## src/rtl/vc_test_source_arbiter.sv

```systemverilog
// Round-robin val/rdy arbiter sharing one sink among p_nreqs test-source streams.
// Define VC_TEST_SOURCE_ARBITER_CNT_EN to add per-source saturating transfer counters (cnt).
module vc_test_source_arbiter #(
    parameter int unsigned p_nreqs     = 4,
    parameter int unsigned p_msg_nbits = 32,
    parameter int unsigned p_burst     = 1
) (
    input  logic                           clk,
    input  logic                           reset,
    input  logic [p_nreqs-1:0]             in_val,
    output logic [p_nreqs-1:0]             in_rdy,
    input  logic [p_nreqs*p_msg_nbits-1:0] in_msg,
    input  logic [p_nreqs-1:0]             in_done,
    output logic                           out_val,
    input  logic                           out_rdy,
    output logic [p_msg_nbits-1:0]         out_msg,
    output logic [$clog2(p_nreqs)-1:0]     out_src,
    output logic                           done
`ifdef VC_TEST_SOURCE_ARBITER_CNT_EN
    ,
    output logic [p_nreqs*16-1:0]          cnt
`endif
);

    localparam int unsigned SrcW  = $clog2(p_nreqs);
    localparam int unsigned CandW = SrcW + 1;
    localparam logic [CandW-1:0] NReqs   = CandW'(p_nreqs);
    localparam logic [SrcW-1:0]  LastIdx = SrcW'(p_nreqs - 1);
    localparam logic [7:0]       BurstLen = 8'(p_burst);

    typedef enum logic [1:0] {
        StIdle  = 2'd0,
        StGrant = 2'd1,
        StDone  = 2'd2
    } state_e;

    state_e          state_q, state_d;
    logic [SrcW-1:0] grant_q, grant_d;
    logic [SrcW-1:0] prio_q, prio_d;
    logic [7:0]      burst_cnt_q, burst_cnt_d;

    logic [p_msg_nbits-1:0] msg_arr [p_nreqs];
    logic [CandW-1:0]       cand;
    logic                   pick_found;
    logic [SrcW-1:0]        pick_idx;
    logic                   grant_val;
    logic                   xfer;
    logic [SrcW-1:0]        next_prio;

    always_comb begin
        for (int i = 0; i < p_nreqs; i++) begin
            msg_arr[i] = in_msg[i*p_msg_nbits +: p_msg_nbits];
        end
    end

    // Scan from prio upward with wrap; the first hit wins.
    always_comb begin
        pick_found = 1'b0;
        pick_idx   = '0;
        cand       = '0;
        for (int k = 0; k < p_nreqs; k++) begin
            cand = {1'b0, prio_q} + CandW'(k);
            if (cand >= NReqs) begin
                cand = cand - NReqs;
            end
            if (!pick_found && in_val[cand[SrcW-1:0]]) begin
                pick_found = 1'b1;
                pick_idx   = cand[SrcW-1:0];
            end
        end
    end

    assign next_prio = (grant_q == LastIdx) ? '0 : grant_q + 1'b1;

    always_comb begin
        state_d     = state_q;
        grant_d     = grant_q;
        prio_d      = prio_q;
        burst_cnt_d = burst_cnt_q;
        grant_val   = 1'b0;
        xfer        = 1'b0;
        out_val     = 1'b0;
        out_msg     = '0;
        out_src     = '0;
        in_rdy      = '0;
        done        = 1'b0;

        unique case (state_q)
            StIdle: begin
                // A pending request beats a simultaneous done from the same source.
                if (pick_found) begin
                    grant_d     = pick_idx;
                    burst_cnt_d = '0;
                    state_d     = StGrant;
                end else if (&in_done) begin
                    state_d = StDone;
                end
            end
            StGrant: begin
                grant_val       = in_val[grant_q];
                out_val         = grant_val;
                out_msg         = msg_arr[grant_q];
                out_src         = grant_q;
                in_rdy[grant_q] = out_rdy;
                xfer            = grant_val && out_rdy;
                if (xfer) begin
                    burst_cnt_d = burst_cnt_q + 8'd1;
                end
                if ((xfer && (burst_cnt_q + 8'd1 == BurstLen)) || !grant_val
                    || in_done[grant_q]) begin
                    state_d = StIdle;
                    prio_d  = next_prio;
                end
            end
            StDone: begin
                done = 1'b1;
            end
            default: begin
                state_d = StIdle;
            end
        endcase
    end

    always_ff @(posedge clk or negedge reset) begin
        if (!reset) begin
            state_q     <= StIdle;
            grant_q     <= '0;
            prio_q      <= '0;
            burst_cnt_q <= '0;
        end else begin
            state_q     <= state_d;
            grant_q     <= grant_d;
            prio_q      <= prio_d;
            burst_cnt_q <= burst_cnt_d;
        end
    end

`ifdef VC_TEST_SOURCE_ARBITER_CNT_EN
    logic [15:0] cnt_q [p_nreqs];

    always_ff @(posedge clk or negedge reset) begin
        if (!reset) begin
            for (int i = 0; i < p_nreqs; i++) begin
                cnt_q[i] <= '0;
            end
        end else begin
            for (int i = 0; i < p_nreqs; i++) begin
                if (xfer && (grant_q == SrcW'(i)) && (cnt_q[i] != 16'hFFFF)) begin
                    cnt_q[i] <= cnt_q[i] + 16'd1;
                end
            end
        end
    end

    always_comb begin
        cnt = '0;
        for (int i = 0; i < p_nreqs; i++) begin
            cnt[i*16 +: 16] = cnt_q[i];
        end
    end
`else
    // Counters absent; arbitration is unaffected.
`endif

endmodule

```

## config.mk

```make
export PLATFORM = sky130hd
export DESIGN_NAME = vc_test_source_arbiter
export DESIGN_NICKNAME = d
export VERILOG_FILES = /design/src/rtl/vc_test_source_arbiter.sv
export SDC_FILE = /design/constraint.sdc
export NUM_CORES = 1
export LEC_CHECK = 0
export ABC_AREA = 1
export ABC_CLOCK_PERIOD_IN_PS = 1400
export BUFFER_PORTS_ARGS = -buffer_cell sky130_fd_sc_hd__buf_2
export CAP_MARGIN = 20
export CORE_ASPECT_RATIO = 1.4
export CORE_MARGIN = 8
export CORE_UTILIZATION = 37
export CTS_CLUSTER_DIAMETER = 60
export DETAILED_ROUTE_END_ITERATION = 16
export PLACE_DENSITY = 0.82
export SLEW_MARGIN = 15
export SYNTH_ARGS = -nofsm -noshare
export SYNTH_HDL_FRONTEND = slang
export SYNTH_SLANG_ARGS = --single-unit
```

## constraint.sdc

```tcl
create_clock -name clk -period 1.4 [get_ports clk]
set_input_delay 0.14 -clock clk [delete_from_list [all_inputs] [get_ports clk]]
set_output_delay 0.14 -clock clk [all_outputs]
set_load 0.02 [all_outputs]
```

==> results.json <==
{
  "grt_remaining_overflow": 0,
  "io_pins": 179,
  "synth.avg_cell_area_um2": 5.30,
  "finalMaxSlewViolations": 0,
  "syn_nets": 577,
  "run_status": "finished with violations",
  "setup_ws_ps": -588,
  "cts.sinks": 14,
  "die_h_um": 109,
  "syn2layout_area_growth_pct": 116,
  "dr.pass1.iters": 6,
  "grt_max_degree": 24,
  "root_buffer": "clkbuf_8",
  "cts_tree": "done",
  "seq_area_frac_synth_pct": 15.3,
  "min_period_ps": 1990,
  "antenna_found_initial": 2,
  "p_total_mw": 1.33,
  "path_clk_slew_ps": 70,
  "core_area_um2": 6080,
  "wl_per_cell_um": 20.9,
  "critPathMaxFanout": 20,
  "routabilityCongestion": 0.909,
  "end_kind": "primary output",
  "portBuffers": 178,
  "synth_cells": 432,
  "num-nets-final": 813,
  "grt_pass1_wl_um": 19900,
  "ant_nets": 0,
  "yosys_warnings": 0,
  "pre_cts_ws_ps": -197,
  "die_area_um2": 9000,
  "fin_skew_ps": 2.76,
  "cap_violations": 0,
  "num_rows": 34,
  "start_util_pct": 37.7,
  "relSlewSlack_pct": 73.8,
  "finalCritPeriodShare_pct": 142,
  "clk_path_buf_depth": 2,
  "drt-total-wl_um": 15500,
  "fmax_ghz": 0.503,
  "p_leak_nw": 2.31,
  "final-hold-violation-count": 0,
  "via_count": 4239,
  "critPathArrivalTime_ps": 1850,
  "cts_max_level": 1,
  "setup_viol": 53,
  "worstPathRequired_ps": 1260,
  "max-vdd-ir-drop_uv": 197,
  "worstSetupPathType": "reg2out",
  "synth-seq-cells": 14,
  "syn_area_um2": 2290,
  "dieWidth_um": 82.5,
  "layout_commonest_cell": "buf_2",
  "hpwl_um": 9420,
  "drtIter0Drc": 371,
  "drc": 0,
  "violations": "setup timing",
  "rsz0062_at_grt": "yes",
  "worst-slew-pin-transition_ps": 390,
  "synth_cell_types": 27,
  "cts_buffers": 3,
  "viasPerCell": 5.72,
  "drive_above_1_share_pct": 58.3,
  "power.density_nw_per_um2": 269,
  "grt_pass1_vias": 4139,
  "cp-start-kind": "flop",
  "insertion_delay_ps": 260,
  "mostFrequentLayoutCells": "buf_2, nor2_1, buf_4",
  "grtUsageTotal_pct": 28.0,
  "worstHoldPathType": "in2async"
}
-- routing by layer --
layer  vias to the layer above  GRT usage, %  wire [um]
met2                       320          50.4       7980
met1                      1950          28.2       5000
li1                       1870             -          -
met4                         0          15.8       1060
met3                        99          6.77       1440
met5                         -             0          0
-- synth_stat cells, drive strengths merged --
cell type,instances,share of area [%]
ha,6,3.3
nand3,14,3.3
nand4,3,0.82
a21oi,34,7.4
buf,15,3.3
o22ai,4,1.9
clkbuf,12,2.0
or2,1,0.27
inv,25,4.3
xor2,4,1.5
nor2,152,25
dfrtp,14,15
clkinv,1,0.22
o21ai,76,17
nand2,71,14
-- cells by family after synthesis --
| group | after synthesis | synth area share (%) |
|---|---|---|
| compound gates | 114 | 26.6 |
| xor+xnor | 4 | 1.53 |
| fa+ha+maj | 6 | 3.28 |
| flops | 14 | 15.3 |
| simple gates | 241 | 43.5 |
| buf+inv | 53 | 9.78 |
-- path summary, 6_finish.rpt --
kind / startpoint / end / slack (ps) / cells after the start
max: grant_q[0] / out_msg[25] / -590 / 8
min: reset / burst_cnt_q[2] / 320 / 2
max reg2reg: grant_q[0] / prio_q[1] / -260 / 10
min reg2reg: burst_cnt_q[7] / burst_cnt_q[7] / 580 / 2
max in group asynchronous: reset / prio_q[0] / 800 / 2
min in group clk: in_done[0] / state_q[0] / 380 / 6
-- sequential cells by signal, summed over array words and instances (netlist names) --
signal / cells
burst_cnt_q: 8
grant_q: 2
prio_q: 2
state_q: 2
-- critical path, stage by stage (launching register included) --
cell and delay, ps:
dfrtp_2 380, buf_12 170, buf_12 160, nor2_1 60, nor2_1 170, o21ai_0 180, buf_4 180, a21oi_4 120
buf_6 140
-- stage by stage --
stage / hold WS [ps] / cells / setup TNS [ps] / cell area, um^2 / util (%)
after floorplan: -156 / 432 / -1810 / 2680 / -
after global placement: 48.9 / 712 / -4040 / 4060 / 66.8
after detailed placement: 57.7 / 712 / -5110 / 4060 / 66.8
after CTS: 328 / 730 / -11320 / 4620 / 75.9
after global routing: 351 / 741 / -17290 / 4940 / 81.2
final: 322 / 741 / -15010 / 4940 / 81.2
-- layout make-up --
type                            count  area [um^2]
Sequential cell                    14          357
Antenna cell                        2         5.00
Inverter                           26          130
Fill cell                         318         1140
Clock buffer                        4         55.1
Timing Repair Buffer              258         2030
Multi-Input combinational cell    365         2280
Tap cell                           72         90.1
-- report_power, final --
| group | total (mW) | switching, mW | internal (mW) |
|---|---|---|---|
| clock network | 0.421 | 0.171 | 0.250 |
| registers | 0.428 | 0.0132 | 0.415 |
| logic | 0.481 | 0.231 | 0.250 |
-- timing repair --
item                                   CTS  global route
setup endpoints to repair               53            53
endpoints found under the hold margin   14             0
hold buffers                             1             0
resized for setup                      142            63
pin swaps                               17            14
buffers inserted                        10             6
cloned                                   3             4
Note: power is estimated with default switching activity, not from simulation.
